--- src/rtl/conv_patch_scheduler_if.sv ---
// Bus between the convolution patch scheduler, its image column store and its datapath.
// The slave modport is the scheduler's view. The master modport is the environment's view.
interface conv_patch_scheduler_if;
    logic       start;
    logic [2:0] patch_size;
    logic       hold;
    logic       rd_en;
    logic [4:0] rd_x;
    logic [4:0] rd_y;
    logic [6:0] rd_data;
    logic [6:0] pixels;
    logic       pe_enable;
    logic       conv_enable;
    logic [4:0] win_x;
    logic [4:0] win_y;
    logic       busy;
    logic       done;
    logic       err;

    modport slave (
        input  start, patch_size, hold, rd_data,
        output rd_en, rd_x, rd_y, pixels, pe_enable, conv_enable, win_x, win_y, busy, done, err
    );

    modport master (
        output start, patch_size, hold, rd_data,
        input  rd_en, rd_x, rd_y, pixels, pe_enable, conv_enable, win_x, win_y, busy, done, err
    );
endinterface

--- src/rtl/conv_patch_scheduler.sv ---
// Scans an image column by column and emits P x P window compare strobes at stride 1.
// Define CONV_SCHED_STALL_EN to honour the consumer's hold input. Otherwise hold is ignored.
module conv_patch_scheduler #(
    parameter int unsigned IMG_W = 28,
    parameter int unsigned IMG_H = 28
) (
    input logic                   clk,
    input logic                   rst,
    conv_patch_scheduler_if.slave bus_io
);
    typedef enum logic [1:0] {StIdle, StRow, StFlush, StDone} state_e;

    localparam logic [4:0] LastCol = 5'(IMG_W - 1);
    localparam logic [4:0] FlushK  = 5'(IMG_W);
    localparam logic [4:0] ImgH    = 5'(IMG_H);

    state_e     state_q, state_d;
    logic [4:0] col_q, col_d;
    logic [4:0] row_q, row_d;
    logic [2:0] p_q, p_d;
    logic       pe_q, pe_d;
    logic       flush_q, flush_d;
    logic [4:0] k_q, k_d;
    logic [4:0] prow_q, prow_d;
    logic       done_q, done_d;
    logic       err_q, err_d;

    logic       stall;
    logic       legal;
    logic       last_row;
    logic       rd_en;
    logic       pe_out;
    logic       conv;
    logic [6:0] mask;
    logic [6:0] src;

`ifdef CONV_SCHED_STALL_EN
    // Column data lands one cycle after rd_en. If a stall hits that cycle, it is parked here.
    logic [6:0] skid_q, skid_d;
    logic       skid_v_q, skid_v_d;

    assign stall = bus_io.hold;
    assign src   = skid_v_q ? skid_q : bus_io.rd_data;

    always_comb begin
        skid_d   = skid_q;
        skid_v_d = skid_v_q;
        if (stall) begin
            if (pe_q && !flush_q && !skid_v_q) begin
                skid_d   = bus_io.rd_data;
                skid_v_d = 1'b1;
            end
        end else begin
            skid_v_d = 1'b0;
        end
    end

    always_ff @(posedge clk) begin
        if (rst) begin
            skid_q   <= 7'd0;
            skid_v_q <= 1'b0;
        end else begin
            skid_q   <= skid_d;
            skid_v_q <= skid_v_d;
        end
    end
`else
    logic unused_hold;
    assign unused_hold = bus_io.hold;
    assign stall       = 1'b0;
    assign src         = bus_io.rd_data;
`endif

    assign legal    = (bus_io.patch_size == 3'd3) || (bus_io.patch_size == 3'd5) ||
                      (bus_io.patch_size == 3'd7);
    assign last_row = (row_q == ImgH - {2'b00, p_q});
    assign mask     = 7'h7f >> (3'd7 - p_q);

    always_comb begin
        state_d = state_q;
        col_d   = col_q;
        row_d   = row_q;
        p_d     = p_q;
        pe_d    = pe_q;
        flush_d = flush_q;
        k_d     = k_q;
        prow_d  = prow_q;
        done_d  = 1'b0;
        err_d   = 1'b0;
        if (!stall) begin
            // The output stage follows the issue stage by one cycle.
            pe_d    = 1'b0;
            flush_d = 1'b0;
            k_d     = 5'd0;
            prow_d  = row_q;
            case (state_q)
                StIdle: begin
                    if (bus_io.start) begin
                        if (legal) begin
                            state_d = StRow;
                            p_d     = bus_io.patch_size;
                            col_d   = 5'd0;
                            row_d   = 5'd0;
                        end else begin
                            err_d = 1'b1;
                        end
                    end
                end
                StRow: begin
                    pe_d = 1'b1;
                    k_d  = col_q;
                    if (col_q == LastCol) begin
                        col_d   = 5'd0;
                        state_d = StFlush;
                    end else begin
                        col_d = col_q + 5'd1;
                    end
                end
                StFlush: begin
                    pe_d    = 1'b1;
                    flush_d = 1'b1;
                    k_d     = FlushK;
                    if (last_row) begin
                        state_d = StDone;
                    end else begin
                        row_d   = row_q + 5'd1;
                        state_d = StRow;
                    end
                end
                StDone: begin
                    state_d = StIdle;
                    done_d  = 1'b1;
                end
                default: state_d = StIdle;
            endcase
        end
    end

    always_ff @(posedge clk) begin
        if (rst) begin
            state_q <= StIdle;
            col_q   <= 5'd0;
            row_q   <= 5'd0;
            p_q     <= 3'd0;
            pe_q    <= 1'b0;
            flush_q <= 1'b0;
            k_q     <= 5'd0;
            prow_q  <= 5'd0;
            done_q  <= 1'b0;
            err_q   <= 1'b0;
        end else begin
            state_q <= state_d;
            col_q   <= col_d;
            row_q   <= row_d;
            p_q     <= p_d;
            pe_q    <= pe_d;
            flush_q <= flush_d;
            k_q     <= k_d;
            prow_q  <= prow_d;
            done_q  <= done_d;
            err_q   <= err_d;
        end
    end

    assign rd_en  = (state_q == StRow) && !stall;
    assign pe_out = pe_q && !stall;
    assign conv   = pe_out && (k_q >= {2'b00, p_q});

    assign bus_io.rd_en       = rd_en;
    assign bus_io.rd_x        = rd_en ? col_q : 5'd0;
    assign bus_io.rd_y        = rd_en ? row_q : 5'd0;
    assign bus_io.pe_enable   = pe_out;
    assign bus_io.pixels      = (pe_out && !flush_q) ? (src & mask) : 7'd0;
    assign bus_io.conv_enable = conv;
    assign bus_io.win_x       = conv ? (k_q - {2'b00, p_q}) : 5'd0;
    assign bus_io.win_y       = conv ? prow_q : 5'd0;
    assign bus_io.busy        = (state_q != StIdle);
    assign bus_io.done        = done_q;
    assign bus_io.err         = err_q;
endmodule
--- src/flat_wrapper.sv ---
// flat-port wrapper written by rule: the top's interface ports become plain ports
module conv_patch_scheduler_flat 
#(
    parameter int unsigned IMG_W = 28,
    parameter int unsigned IMG_H = 28
)
  (clk, rst, bus_io_start, bus_io_patch_size, bus_io_hold, bus_io_rd_data, bus_io_rd_en, bus_io_rd_x, bus_io_rd_y, bus_io_pixels, bus_io_pe_enable, bus_io_conv_enable, bus_io_win_x, bus_io_win_y, bus_io_busy, bus_io_done, bus_io_err);
  conv_patch_scheduler_if bus_io_i ();
  input logic clk;
  input logic rst;
  input wire logic [$bits(bus_io_i.start)-1:0] bus_io_start;
  input wire logic [$bits(bus_io_i.patch_size)-1:0] bus_io_patch_size;
  input wire logic [$bits(bus_io_i.hold)-1:0] bus_io_hold;
  input wire logic [$bits(bus_io_i.rd_data)-1:0] bus_io_rd_data;
  output wire logic [$bits(bus_io_i.rd_en)-1:0] bus_io_rd_en;
  output wire logic [$bits(bus_io_i.rd_x)-1:0] bus_io_rd_x;
  output wire logic [$bits(bus_io_i.rd_y)-1:0] bus_io_rd_y;
  output wire logic [$bits(bus_io_i.pixels)-1:0] bus_io_pixels;
  output wire logic [$bits(bus_io_i.pe_enable)-1:0] bus_io_pe_enable;
  output wire logic [$bits(bus_io_i.conv_enable)-1:0] bus_io_conv_enable;
  output wire logic [$bits(bus_io_i.win_x)-1:0] bus_io_win_x;
  output wire logic [$bits(bus_io_i.win_y)-1:0] bus_io_win_y;
  output wire logic [$bits(bus_io_i.busy)-1:0] bus_io_busy;
  output wire logic [$bits(bus_io_i.done)-1:0] bus_io_done;
  output wire logic [$bits(bus_io_i.err)-1:0] bus_io_err;
  assign bus_io_i.start = bus_io_start;
  assign bus_io_i.patch_size = bus_io_patch_size;
  assign bus_io_i.hold = bus_io_hold;
  assign bus_io_i.rd_data = bus_io_rd_data;
  assign bus_io_rd_en = bus_io_i.rd_en;
  assign bus_io_rd_x = bus_io_i.rd_x;
  assign bus_io_rd_y = bus_io_i.rd_y;
  assign bus_io_pixels = bus_io_i.pixels;
  assign bus_io_pe_enable = bus_io_i.pe_enable;
  assign bus_io_conv_enable = bus_io_i.conv_enable;
  assign bus_io_win_x = bus_io_i.win_x;
  assign bus_io_win_y = bus_io_i.win_y;
  assign bus_io_busy = bus_io_i.busy;
  assign bus_io_done = bus_io_i.done;
  assign bus_io_err = bus_io_i.err;
  conv_patch_scheduler #(.IMG_W(IMG_W), .IMG_H(IMG_H)) u_core (.clk(clk), .rst(rst), .bus_io(bus_io_i));
endmodule
--- config.mk ---
export PLATFORM = sky130hd
export DESIGN_NAME = conv_patch_scheduler_flat
export DESIGN_NICKNAME = d
export VERILOG_FILES = /design/src/rtl/conv_patch_scheduler_if.sv /design/src/rtl/conv_patch_scheduler.sv /design/src/flat_wrapper.sv
export SDC_FILE = /design/constraint.sdc
export NUM_CORES = 1
export LEC_CHECK = 0
export CAP_MARGIN = 5
export CORE_MARGIN = 4
export CORE_UTILIZATION = 30
export CTS_BUF_LIST = sky130_fd_sc_hd__clkbuf_4 sky130_fd_sc_hd__clkbuf_8
export CTS_CLUSTER_DIAMETER = 100
export DETAILED_ROUTE_END_ITERATION = 7
export PLACE_DENSITY_LB_ADDON = 0.05
export SYNTH_ARGS = -nofsm -noshare
export SYNTH_HDL_FRONTEND = slang
export SYNTH_SLANG_ARGS = --single-unit
--- constraint.sdc ---
create_clock -name clk -period 2.61 [get_ports clk]
set_input_delay 0.3915 -clock clk [delete_from_list [all_inputs] [get_ports clk]]
set_output_delay 0.3915 -clock clk [all_outputs]
set_load 0.02 [all_outputs]
### After elaboration in Yosys (flattened, before gate mapping)

Cells that the tools add are included.

| storage, ports and cells | value |
|---|---|
| register bits after elaboration | 29 |
| bits of input ports | 14 |
| output and inout bits | 33 |

| cells by class | value |
|---|---|
| add/sub/neg operators | 5 |
| $lt $le $gt $ge | 1 |
| equality and inequality tests | 12 |
| shift-type cells | 1 |
| multiplexer cells | 21 |
| bitwise gates (word level) | 3 |
| reduce and logical (&&, ||, !) cells | 15 |

Operator list:

| cell | number |
|---|---|
| 2-to-1 mux 5 bit | 8 |
| one-hot mux 5 bit (2 select lines) | 3 |
| adder 5 x 1 -> 5 bit, second input constant | 2 |
| AND reduction 3 bit | 3 |
| 2-to-1 mux 2 bit | 4 |
| one-hot mux 2 bit (4 select lines) | 1 |
| bitwise AND 7 bit | 1 |
| 2-to-1 mux 7 bit | 1 |
| >> shifter 7 x 3 -> 7 bit, first input constant | 1 |
| equality test 3 bit, second input constant | 2 |
| inequality test 2 bit, second input constant | 3 |
| nonzero test 2 bit | 3 |
| equality test 5 bit | 1 |
| equality test 5 bit, second input constant | 1 |
| >= comparator 5 x 3 -> 1 bit | 1 |
| subtractor 3 x 4 -> 5 bit, first input constant | 1 |
| subtractor 5 x 3 -> 5 bit | 1 |
| equality test 2 bit, second input constant | 2 |
| 2-to-1 mux 1 bit | 4 |
| AND reduction 4 bit | 1 |
| equality test 3 x 2 -> 1 bit, second input constant | 1 |
| OR reduction 3 bit | 1 |
| subtractor 3 bit, first input constant | 1 |
| equality test 2 x 1 -> 1 bit, second input constant | 1 |
| other kinds (7) | 10 |

### Longest topological paths before layout

| depth | value |
|---|---|
| word-level depth | 6 |
| gate-level depth with buffers | 7 |
| mapped depth without buffers | 7 |

### Worst setup path before layout

OpenSTA, ideal clock, no wires.

| path | value |
|---|---|
| kind | reg2out |
| start point | reg u_core.p_q[2] |
| end point | out bus_io_win_x[1] |
| data arrival time | 2.033 ns |
| slack | 0.186 ns |
| cell stages (with the launch flop) | 7 |
| buffers on the path | 0 |
| path through | dfxtp_1 inv_1 ha_1 a311o_1 o31ai_1 inv_2 and2_1 |

| on the way | value |
|---|---|
| word-level cells in the longest chain between the ends | 3 |

Ends and longest elaborated chain:

| what | RTL line | source |
|---|---|---|
| start, declared | conv_patch_scheduler.sv:20 | `logic [2:0] p_q, p_d;` |
| start signal, assigned | conv_patch_scheduler.sv:155 | `p_q <= p_d;` |
| >= comparator 5 x 3 -> 1 bit | conv_patch_scheduler.sv:167 | `assign conv = pe_out && (k_q >= {2'b00, p_q});` |
| logical AND 1 bit | conv_patch_scheduler.sv:167 |  |
| named net bus_io_conv_enable | flat_wrapper.sv:20 | `output wire logic [$bits(bus_io_i.conv_enable)-1:0] bus_io_conv_enable;` |
| 2-to-1 mux 5 bit | conv_patch_scheduler.sv:175 | `assign bus_io.win_x = conv ? (k_q - {2'b00, p_q}) : 5'd0;` |
| end, declared | flat_wrapper.sv:21 | `output wire logic [$bits(bus_io_i.win_x)-1:0] bus_io_win_x;` |

The timed path passes the listed nets, and every way through them passes these cells.

### Worst setup path after layout

| path | value |
|---|---|
| start point | reg u_core.p_q[2] |
| end point | out bus_io_win_x[0] |

| on the way | value |
|---|---|
| word-level cells in the longest chain between the ends | 3 |

Ends and longest elaborated chain:

| what | RTL line |
|---|---|
| >= comparator 5 x 3 -> 1 bit | conv_patch_scheduler.sv:167 |
| logical AND 1 bit | conv_patch_scheduler.sv:167 |
| 2-to-1 mux 5 bit | conv_patch_scheduler.sv:175 |

Every way passes these cells.

==> out/metrics.cfg <==
[routing]
drt_iter0_drc=19
drc_errors=0
drt-total-wl_um=3935
dr.pass1.iters=4
vias=1407
viasPerCell=4.613
wl_per_cell_um=12.90
antenna_left=0

[place]
numPortBuffers=45
place_hpwl_um=3111
finalWeightedCongestion=0.8126

[clock_tree]
clkSinkCount=29
cts_root_buf=clkbuf_8
cts_tree=done
cts-htree-levels=2
cts_setup_buffers=0
clkTransAtPathRegs_ns=0.06
clock_path_buffers=2
cts_buffers=5
clk_latency_ns=0.27

[cells_and_area]
layout.nets=263
layout_commonest_cell=clkdlybuf4s50_1
final_core_util=0.4430
diodes=0
drive_above_1_share=0.1447
fillers=554
syn_to_final_growth_pct=41.52
layout_common_cells=clkdlybuf4s50_1 (34), dfxtp_1 (29), and2_1 (17)

[global_routing]
grt_first_pass_wirelength_um=6706
gr-usage-all-layers=0.1295
grt_pass1_vias=1464
grt_overflow=0
antenna_found_initial=0
grt_max_degree=18

[sta]
fin_crit_sh=0.9566
setup_viol_count_final=0
fin_skew_ns=0.007312
min_period_ns=2.497
max_freq_mhz=400.5
slew_viol_final=0
slew_headroom=0.6484
worstMarginPinSlew_ns=0.5256
hold_violations=0
fin_tns_setup_ns=0

[synthesis]
syn_area_per_cell_um2=9.142
synthCells=176
ys_seq_area_frac=0.3608
synth.distinct_cells=45
yosysTopAreaCell=dfxtp_1
syn-cell-area_um2=1609
synth_edf_count=0
ys.flop_type=dfxtp_1
ys_seq_elements=29
synthTopCellsByArea=dfxtp_1 (36%), ha_1 (10%), and2_1 (6.6%), xnor2_1 (3.8%), nor2_1 (3.3%)
async_flop_share=0
synth_top_area_frac=0.3608
ys_warn_count=0
syn_nets=204

[pwr]
finalPower_mw=1.424
power_density_nw_per_um2=625.2
p_leak_nw=0.9497
vdd_drop_max_uv=253.7

[critical_path]
cp_cell_sequence=inv_1 > ha_1 > a311o_1 > o31ai_4 > buf_4 > nor2_1 > dlygate4sd2_1
crit_path_max_fanout=4
slowest_delay_ns=0.39
worst-setup-path-type=flop to primary output
worstPathArrival_ns=2.11
required_ns=2.22
crit_path_end_kind=primary output
slowest_stage=a311o_1
regToRegSetupSlack_ns=0.27
worst_setup_path_start_kind=flop

[die]
die_area_um2=6599
ioPinCount=47
start_util=0.3130
core_area_um2=5140
dieWidth_um=81.24
die_h_um=81.24
rows=26

[worst_hold_path]
hold_path.class=flop to flop

[job]
cap_viol_max_count=0

[status]
status=complete, no violations

## repair_timing
action | CTS | global route
hold endpoints to repair | 0 | 0
endpoints found under the setup margin | 11 | 10
pin swaps | 0 | 1
resized for setup | 13 | 17
hold buffers | 0 | 0
## cells by family after synthesis
family,count (synthesis),synth area share
XOR/XNOR,10,0.05444
AND/OR/NAND/NOR,70,0.2473
multiplexers,5,0.03421
AO/OA/AOI/OAI,32,0.1493
buffers and inverters,16,0.04043
adder cells (fa/ha/maj),14,0.1135
flip-flops,29,0.3608
## where the power goes
part | internal (mW) | switching [mW] | leakage [nW]
clock network | 0.219 | 0.154 | 0.0477
logic | 0.235 | 0.306 | 0.667
registers | 0.477 | 0.0330 | 0.235
total | 0.931 | 0.493 | 0.950
## critical path: cells and delay by family (launching register included)
family	cells	cell delay [ns]
compound gates	2	0.65
fa+ha+maj	1	0.30
buf+inv	3	0.53
flops	1	0.32
simple gates	1	0.04
## state kept, by name (all words and copies together), names as in the netlist
register and count:
u_core.k_q 5, u_core.col_q 5, u_core.prow_d 5, u_core.bus_io.done 1, u_core.bus_io.pe_enable 1, u_core.flush_q 1
u_core.state_q 2, u_core.prow_q 5, u_core.bus_io.err 1, u_core.p_q 3
## cells in the mapped netlist (4+ instances only)
master and number:
nand2b_1 4, o21ai_0 4, nand3_1 6, a21oi_1 5, inv_1 12, nor2b_1 6
and2_1 17, nor2_1 14, and3_1 4, ha_1 13, dfxtp_1 29, mux2i_1 4
xnor2_1 7, nand2_1 7, o21a_1 4
## final timing paths
kind	startpoint	end	cells past startpoint
setup / recovery	u_core.p_q[2]	bus_io_win_x[0]	7
setup reg to reg	u_core.p_q[1]	u_core.prow_d[0]	8
hold / removal	u_core.col_q[1]	u_core.col_q[1]	2
hold reg to reg	u_core.col_q[1]	u_core.col_q[1]	2
## metal layers
metal  GRT usage  wire [um]
met5           0          0
met4     0.04223         40
met3     0.02661        195
met2      0.2167       1759
met1      0.1657       1940
## per-stage QoR
step	setup WS (ns)	instances	hold slack, ns	instance area [um^2]
after global placement	0.04004	298	0.4876	2206
after floorplan	0.1857	176	0.4691	1609
after CTS	0.02186	305	0.5094	2292
final	0.1133	305	0.5077	2277
after detailed placement	0.02281	298	0.5008	2206
after global routing	-0.009087	305	0.5366	2277
## area by class of cell
class,instances,area (um^2),area share
clock buffers,7,90.09,0.03956
inverters,13,48.80,0.02143
flip-flops and latches,29,580.6,0.2549
repair buffers,55,488.0,0.2143
multi-input cells,131,982.2,0.4313
well taps,70,87.58,0.03846
No activity file was read; power rests on OpenSTA's default activity.
